File: src/rtl/branch_resolver_pc.sv
// branch_resolver_pc
//   Resolves B-type / JAL / JALR in the execute stage, owns the fetch PC,
//   drives fetch redirect and holds a timed flush after every redirect.
//
//   State table
//     RUN   | normal fetch, taken instructions are evaluated
//     FLUSH | bubble window after a redirect, decode inputs ignored
//
// Ports
//   CLK, RST (sync, active-low), STALL
//   VALID, IS_BRANCH, IS_JAL, IS_JALR, BR_TYPE   execute-stage decode
//   EQ, LT, LTU                                 comparator flags
//   PC_EX, IMM, RS1                             target operands
//   PC                                          registered fetch PC
//   LINK                                        PC_EX+4 (combinational)
//   REDIRECT, FLUSH, MISALIGN                   registered control outputs
module branch_resolver_pc #(
    parameter int              XLEN         = 32,
    parameter logic [XLEN-1:0] RESET_PC     = '0,
    parameter logic [XLEN-1:0] TRAP_VEC     = 32'h100,
    parameter int              FLUSH_CYCLES = 2
) (
    input  logic            CLK,
    input  logic            RST,
    input  logic            STALL,
    input  logic            VALID,
    input  logic            IS_BRANCH,
    input  logic            IS_JAL,
    input  logic            IS_JALR,
    input  logic [2:0]      BR_TYPE,
    input  logic            EQ,
    input  logic            LT,
    input  logic            LTU,
    input  logic [XLEN-1:0] PC_EX,
    input  logic [XLEN-1:0] IMM,
    input  logic [XLEN-1:0] RS1,
    output logic [XLEN-1:0] PC,
    output logic [XLEN-1:0] LINK,
    output logic            REDIRECT,
    output logic            FLUSH,
    output logic            MISALIGN
);

    typedef enum logic {ST_RUN = 1'b0, ST_FLUSH = 1'b1} state_t;

    state_t          state_q, state_d;
    logic [2:0]      cnt_q, cnt_d;
    logic [XLEN-1:0] pc_q, pc_d;
    logic            redirect_q, redirect_d;
    logic            flush_q, flush_d;
    logic            misalign_q, misalign_d;

    logic            cond;
    logic            take;
    logic            mis;
    logic [XLEN-1:0] jalr_sum;
    logic [XLEN-1:0] target;
    logic [XLEN-1:0] pc_seq;

    assign LINK     = PC_EX + XLEN'(4);
    assign jalr_sum = RS1 + IMM;
    assign pc_seq   = pc_q + XLEN'(4);

    always_comb begin
        cond = 1'b0;
        case (BR_TYPE)
            3'b000:  cond = EQ;
            3'b001:  cond = !EQ;
            3'b100:  cond = LT;
            3'b101:  cond = !LT;
            3'b110:  cond = LTU;
            3'b111:  cond = !LTU;
            default: cond = 1'b0;
        endcase
    end

    // JALR wins over JAL, which wins over a branch, when decode flags overlap.
    always_comb begin
        target = PC_EX + IMM;
        if (IS_JALR) begin
            target = {jalr_sum[XLEN-1:1], 1'b0};
        end
    end

    assign take = VALID & (IS_JALR | IS_JAL | (IS_BRANCH & cond));
    assign mis  = (target[1:0] != 2'b00);

    // State register
    always_ff @(posedge CLK) begin
        if (!RST) begin
            state_q    <= ST_RUN;
            cnt_q      <= '0;
            pc_q       <= RESET_PC;
            redirect_q <= 1'b0;
            flush_q    <= 1'b0;
            misalign_q <= 1'b0;
        end else begin
            state_q    <= state_d;
            cnt_q      <= cnt_d;
            pc_q       <= pc_d;
            redirect_q <= redirect_d;
            flush_q    <= flush_d;
            misalign_q <= misalign_d;
        end
    end

    // Next-state logic
    always_comb begin
        state_d = state_q;
        cnt_d   = cnt_q;
        case (state_q)
            ST_RUN: begin
                if (!STALL && take && (FLUSH_CYCLES > 0)) begin
                    state_d = ST_FLUSH;
                    cnt_d   = 3'(FLUSH_CYCLES - 1);
                end
            end
            ST_FLUSH: begin
                if (!STALL) begin
                    if (cnt_q == 3'd0) begin
                        state_d = ST_RUN;
                    end else begin
                        cnt_d = cnt_q - 3'd1;
                    end
                end
            end
            default: begin
                state_d = ST_RUN;
                cnt_d   = '0;
            end
        endcase
    end

    // Output logic (values registered on the next edge)
    always_comb begin
        pc_d       = pc_q;
        redirect_d = 1'b0;
        misalign_d = 1'b0;
        flush_d    = flush_q;
        case (state_q)
            ST_RUN: begin
                if (!STALL) begin
                    if (take) begin
                        pc_d       = mis ? TRAP_VEC : target;
                        redirect_d = 1'b1;
                        misalign_d = mis;
                        flush_d    = (FLUSH_CYCLES > 0);
                    end else begin
                        pc_d = pc_seq;
                    end
                end
            end
            ST_FLUSH: begin
                flush_d = 1'b1;
                if (!STALL) begin
                    pc_d = pc_seq;
                    if (cnt_q == 3'd0) begin
                        flush_d = 1'b0;
                    end
                end
            end
            default: begin
                flush_d = 1'b0;
            end
        endcase
    end

    assign PC       = pc_q;
    assign REDIRECT = redirect_q;
    assign FLUSH    = flush_q;
    assign MISALIGN = misalign_q;

endmodule

File: config.mk
export PLATFORM = sky130hd
export DESIGN_NAME = branch_resolver_pc
export DESIGN_NICKNAME = d
export VERILOG_FILES = /design/src/rtl/branch_resolver_pc.sv
export SDC_FILE = /design/constraint.sdc
export NUM_CORES = 1
export LEC_CHECK = 0
export CORE_MARGIN = 2
export CORE_UTILIZATION = 42
export CTS_CLUSTER_SIZE = 14
export DETAILED_ROUTE_END_ITERATION = 10
export PLACE_DENSITY = 0.8
export REMOVE_ABC_BUFFERS = 1
export SLEW_MARGIN = 20
export SYNTH_ARGS = -nofsm -noshare
export SYNTH_HDL_FRONTEND = slang
export SYNTH_SLANG_ARGS = --single-unit
File: constraint.sdc
create_clock -name CLK -period 3.4 [get_ports CLK]
set_input_delay 0.85 -clock CLK [delete_from_list [all_inputs] [get_ports CLK]]
set_output_delay 0.85 -clock CLK [all_outputs]
set_load 0.005 [all_outputs]
==> results of run 1 <==
-- routing by layer --
layer	vias to the layer above	track usage	routed length, um
met5	-	0	0
met4	0	0.0860	830
met3	100	0.0384	2140
met2	507	0.501	12000
met1	3893	0.389	10600
li1	4028	-	-
-- worst max-delay path, cell delays in order --
cell and delay [ns]:
buf_6 0.07, and3_4 0.19, buf_4 0.11, buf_6 0.09
nand3_4 0.08, nor2_4 0.11, and3_4 0.20, and3_4 0.18
and4_4 0.25, nor2b_4 0.21, buf_6 0.12, xor2_2 0.14
buf_2 0.15
-- cells by family after synthesis --
kind of cell | after synthesis | share of synthesized area
adder cells (fa/ha/maj) | 67 | 0.136
AO/OA/AOI/OAI | 309 | 0.322
XOR/XNOR | 86 | 0.120
flip-flops | 39 | 0.124
buffers and inverters | 67 | 0.0432
multiplexers | 7 | 0.0116
AND/OR/NAND/NOR | 312 | 0.243
-- timing repair --
item	CTS	global route
endpoints found under the setup margin	37	27
pin swaps	42	46
setup buffers	16	7
gates resized for setup	133	54
-- report_power, final --
group	internal, mW	switching [mW]
clock network	0.351	0.215
logic	0.777	0.768
registers	0.482	0.0320
total	1.61	1.02
-- Yosys cell counts (all sizes together) (4+ instances only) --
cell / count / area, um2
o211ai: 10 / 75.1
o2111ai: 4 / 35.0
nor2b: 10 / 62.6
o22ai: 5 / 31.3
a21oi: 99 / 499
nor2: 64 / 240
o21ai: 63 / 315
o221ai: 4 / 41.3
nand3: 32 / 160
mux2i: 5 / 50.1
a21o: 28 / 211
a22oi: 5 / 42.5
o21a: 7 / 52.6
a211oi: 9 / 72.6
nand4: 18 / 113
o21bai: 9 / 67.6
nand2b: 12 / 75.1
and4: 7 / 61.3
ha: 65 / 813
or2: 4 / 25.0
and3: 27 / 169
inv: 36 / 135
dfxtp: 39 / 781
o31ai: 4 / 30.0
nor3: 22 / 120
a311o: 4 / 40.0
clkbuf: 21 / 78.8
a221oi: 8 / 82.6
buf: 10 / 57.6
xnor2: 56 / 490
xor2: 30 / 263
and2: 7 / 46.3
a31oi: 18 / 119
nand2: 96 / 360
-- final timing paths --
| kind | from | endpoint | slack [ns] | cells after the start |
|---|---|---|---|---|
| worst min-delay path | FLUSH | FLUSH | 0.46 | 2 |
| worst max register to register | PC[2] | PC[28] | 0.77 | 10 |
| worst min register to register | FLUSH | FLUSH | 0.46 | 2 |
| worst max-delay path | PC_EX[4] | LINK[26] | -0.22 | 13 |
-- sequential cells by signal, summed over array words and instances, names as in the netlist --
| register | cells |
|---|---|
| cnt_q | 3 |
| state_q | 1 |
| FLUSH | 1 |
| PC | 32 |
| REDIRECT | 1 |
| MISALIGN | 1 |
-- per-stage QoR --
stage	std cells	hold slack (ns)	cell area [um2]	setup WS, ns
6_report	1432	0.456	10300	-0.225
5_1_grt	1432	0.494	10300	-0.301
4_1_cts	1427	0.461	10000	-0.236
3_5_place_dp	1403	0.450	9540	-1.19
3_3_place_gp	1403	0.445	9540	-1.07
2_1_floorplan	856	0.442	6140	-0.185
-- final cells by class --
cell class | instances | share of cell area
clock buffer | 5 | 0.0121
sequential | 39 | 0.0757
inverter | 36 | 0.0131
clock inverter | 3 | 0.00461
tap | 184 | 0.0223
multi-input combinational | 781 | 0.553
timing repair buffer | 384 | 0.319
==> metrics.md, run 1 <==
| Metric | Value |
|---|---|
| Commonest non-fill, non-tap cell in the layout | buf_4 |
| Max Fclk | roughly 280 MHz |
| Clock Latency Late Sink | 0.29 ns |
| GRT Total Usage | 0.294 |
| Failing checks | negative setup slack |
| Clk buf depth | 2 |
| CTS tree | built |
| Drt pass-1 iters | 6 |
| Largest net degree at the start of global routing | 37 |
| Site Rows | 44 |
| Yosys warning count | 0 |
| Endpoints failing setup | 12 |
| Post-layout min period | between 3 and 4 ns |
| Least-Margin Pin Slew | 0.477 ns |
| RSZ-0062 raised after global routing | true |
| Final Skew | 0.00816 ns |
| Sequential share of the synthesized area | 0.124 |
| Final hold violation count | 0 |
| HPWL after DPL | approximately 19 mm |
| Fin Setup TNS | -1.48 ns |
| Total wire length | 25.6 mm |
| Remaining antenna violation count | 0 |
| Die H | 126 um |
| EDFF count, synth | 0 |
| Top_reg_cell synth | dfxtp_1 |
| Critical path class | primary input to primary output |
| Remaining DRCs | 0 |
| Max Slew Vio Count | 0 |
| GP Congestion | 0.942 |
| Min setup slack post-route | -0.225 ns |
| PD cells | 254 mW/mm2 |
| Asr flop ratio synth | 0 |
| Yosys reg bits | 39 |
| Layout fillers | 1,056 |
| VDD IR max | 0.182 mV |
| Multi-input logic area | 0.00571 mm2 |
| Tcrit/Tclk final | 1.07 |
| Max_slew headroom | 0.678 |
| H-Tree Depth | 2 |
| Maxcap violations | 0 |
| Vias per cell | 5.96 |
| Share of cells above drive strength 1 | 0.263 |
| Via count | 8,528 |
| Width of the die | 126 um |
| Area delta synth->final | 64.2% |
| Mapped Area | roughly 0.0063 mm2 |
| CTS clk-pin slew, worst paths | 0.07 ns |
| Core box area | about 0.015 mm2 |
| Clock root buffer | clkbuf_16 |
| DR iter-0 viols | 872 |
| Critical Path RT | 2.55 ns |
| Most frequent cells in the layout | buf_4, clkdlybuf4s50_1, nand2_1 |
| Final Power | 2.63 mW |
| CTS Buf Count | 5 |
| Hold_buf cts | 0 |
| Post-Synthesis Cells | 887 |
| First-pass GRT wire length | just under 40 mm |
| N_diodes | 0 |
| Outcome | finished, violations left |
| P_leak | 4.50 nW |
| Worst setup SP type | primary input |
| Sink Count | 39 |
| Wire per inst | 17.9 um |
| Nature of the critical path endpoint | primary output |
| Number of global-route vias before repair | between 8,000 and 9,000 |
| Synth unique cells | ~80 |
| Final core occ | 0.707 |
| Seq. cell area | 781 um2 |
| Total Die Area | approximately 0.016 mm2 |
| Initial antenna violation count | 0 |
| IO buf count | between 150 and 200 |
| # nets final | 1,423 |
| Global route overflow | 0 |
| Mean Syn Cell Area | about 7.1 um2 |
| Boundary pin count | between 150 and 200 |
| Crit path DAT | 2.77 ns |
| Type of the worst min-delay path | flop to flop |
| Initial Util | 0.431 |
| Max FO, Critical Path | 3 |
Note: power is estimated with default switching activity, not from simulation.
==> inputs of run 2 (changes only) <==
SKIP_CTS_REPAIR_TIMING = 1   (was default)
==> run 2 against run 1 <==
The flow still finishes with violations (negative setup slack); non-clock buffer count is 6 lower; cell area down 0.36%; sequential cell count is the same; global-route usage decreased by 1.4 points.
==> metrics.md, run 2 (synthesized netlist as in run 1, its figures left out) <==
| Metric | Value |
|---|---|
| First-pass GRT wire length | 37.5 mm (-4.4%) |
| Multi-input logic area | 0.00566 mm2 (-0.86%) |
| Global route overflow | 0 (unchanged) |
| Hold WS | 0.456 ns (-0.000199 ns) |
| Boundary pin count | 176 (unchanged) |
| Nature of the critical path endpoint | primary output |
| Max Fclk | 268 MHz (-3.0%) |
| Seq. cell area | 781 um2 (unchanged) |
| DR iter-0 viols | 1,166 (+34%) |
| GP Congestion | 0.942 (unchanged) |
| Largest net degree at the start of global routing | 37 (unchanged) |
| Final Skew | 0.00748 ns (-0.000686 ns) |
| Core box area | 0.0146 mm2 (unchanged) |
| Commonest non-fill, non-tap cell in the layout | buf_4 |
| Hold Crit Depth | 2 (unchanged) |
| RSZ-0062 raised after global routing | true |
| Final hold violation count | 0 (unchanged) |
| GRT Total Usage | 0.279 (-0.0145) |
| Layout fillers | 1,054 (-0.19%) |
| Vias per cell | 6.01 (+0.84%) |
| Worst setup SP type | primary input |
| Critical Path RT | 2.55 ns (about the same) |
| Via count | 8,564 (+0.42%) |
| Worst r2r dst | PC[30] |
| Remaining DRCs | 0 (unchanged) |
| Initial Util | 0.431 (unchanged) |
| Drt pass-1 iters | 6 (unchanged) |
| Least-Margin Pin Slew | 0.507 ns (+0.0295 ns) |
| Non-filler instance count after layout | 1,426 (-0.42%) |
| Post-layout instance area | 0.0103 mm2 (-0.36%) |
| Initial antenna violation count | 0 (unchanged) |
| Placed Area | 0.00954 mm2 (unchanged) |
| Maxcap violations | 0 (unchanged) |
| Post-layout min period | 3.73 ns (+0.110 ns) |
| Clock Latency Late Sink | 0.29 ns (about the same) |
| Crit path DAT | 2.88 ns (+0.11 ns) |
| Width of the die | 126 um (unchanged) |
| Number of global-route vias before repair | 7,810 (-3.2%) |
| Area delta synth->final | 63.6% |
| VDD IR max | 0.182 mV (+0.15%) |
| Max reg flops | 32 (unchanged) |
| RR Startpoint | PC[2] |
| Die H | 126 um (unchanged) |
| Tcrit/Tclk final | 1.10 (+0.0325) |
| R2R depth | 10 (unchanged) |
| Max_slew headroom | 0.659 (-0.0198) |
| Failing checks | negative setup slack |
| Max Slew Vio Count | 0 (unchanged) |
| Remaining antenna violation count | 0 (unchanged) |
| N_diodes | 0 (unchanged) |
| # nets final | 1,417 (-0.42%) |
| Total Die Area | 0.0159 mm2 (unchanged) |
| Final core occ | 0.704 (-0.00257) |
| Critical path class | primary input to primary output |
| WHS Endpoint | FLUSH |
| IO buf count | 175 (unchanged) |
| PD cells | 256 mW/mm2 (+0.42%) |
| Wire per inst | 18.1 um (+1.1%) |
| Most frequent cells in the layout | buf_4, clkdlybuf4s50_1, nand2_1 |
| H-Tree Depth | 2 (unchanged) |
| CTS tree | built |
| CTS clk-pin slew, worst paths | 0.07 ns (about the same) |
| Site Rows | 44 (unchanged) |
| Sink Count | 39 (unchanged) |
| Min setup slack post-route | -0.335 ns (-0.110 ns) |
| Clk buf depth | 2 (unchanged) |
| CTS Buf Count | 5 (unchanged) |
| Outcome | finished, violations left |
| HPWL after DPL | 19.2 mm (unchanged) |
| Endpoints failing setup | 11 (-1) |
| Startpoint of the worst hold path | FLUSH |
| P_leak | 4.55 nW (+1.0%) |
| Type of the worst min-delay path | flop to flop |
| Max FO, Critical Path | 4 (+1) |
| Share of cells above drive strength 1 | 0.250 (-0.0124) |
| Total wire length | 25.8 mm (+0.67%) |
| Reg2reg setup slack | 0.76 ns (about the same) |
| Clock root buffer | clkbuf_16 |
| Placed Cells | 1,403 (unchanged) |
[run 2: cell type report]
cell class              count  share of cell area
well taps                 184              0.0224
multi-input cells         781               0.550
clock inverters             3             0.00463
clock buffers               5              0.0122
flip-flops and latches     39              0.0760
inverters                  36              0.0131
repair buffers            378               0.321
[run 2: worst max-delay path, stage by stage]
cell,delay [ns]
buf_6,0.07
and3_4,0.18
and3_4,0.17
and3_4,0.18
and3_4,0.21
and3_4,0.20
nand4_1,0.22
nor2_4,0.21
buf_6,0.12
nand3_2,0.08
xnor2_1,0.24
buf_2,0.16
[run 2: how the worst max path moves through the flow]
stage,startpoint,endpoint,slack [ns],depth (start not counted)
6_report,PC_EX[5],LINK[31],-0.33,12
5_1_grt,PC_EX[5],LINK[31],-0.40,12
4_1_cts,PC_EX[6],LINK[26],-1.20,11
3_5_place_dp,PC_EX[3],LINK[26],-1.19,11
3_3_place_gp,PC_EX[4],LINK[29],-1.07,11
2_1_floorplan,IS_JAL,PC[29],-0.19,7
[run 2: routing by layer]
layer,vias up,global-route usage,wire (um)
li1,4014,-,-
met1,3943,0.378,10500
met2,535,0.470,12200
met3,72,0.0375,2390
met4,0,0.0743,693
met5,-,0,0
[run 2: through the flow]
stage,setup slack [ns],total power [mW],setup TNS (ns)
2_1_floorplan,-0.185,1.21,-1.09
4_1_cts,-1.20,2.48,-17.81
3_5_place_dp,-1.19,1.92,-22.60
6_report,-0.335,2.63,-1.80
3_3_place_gp,-1.07,1.89,-20.28
5_1_grt,-0.397,2.75,-3.09
[run 2: power breakdown]
part / leakage, nW / total, mW / switching, mW / internal (mW)
combinational: 4.14 / 1.55 / 0.772 / 0.775
clock: 0.0844 / 0.565 / 0.215 / 0.350
sequential: 0.318 / 0.514 / 0.0317 / 0.482
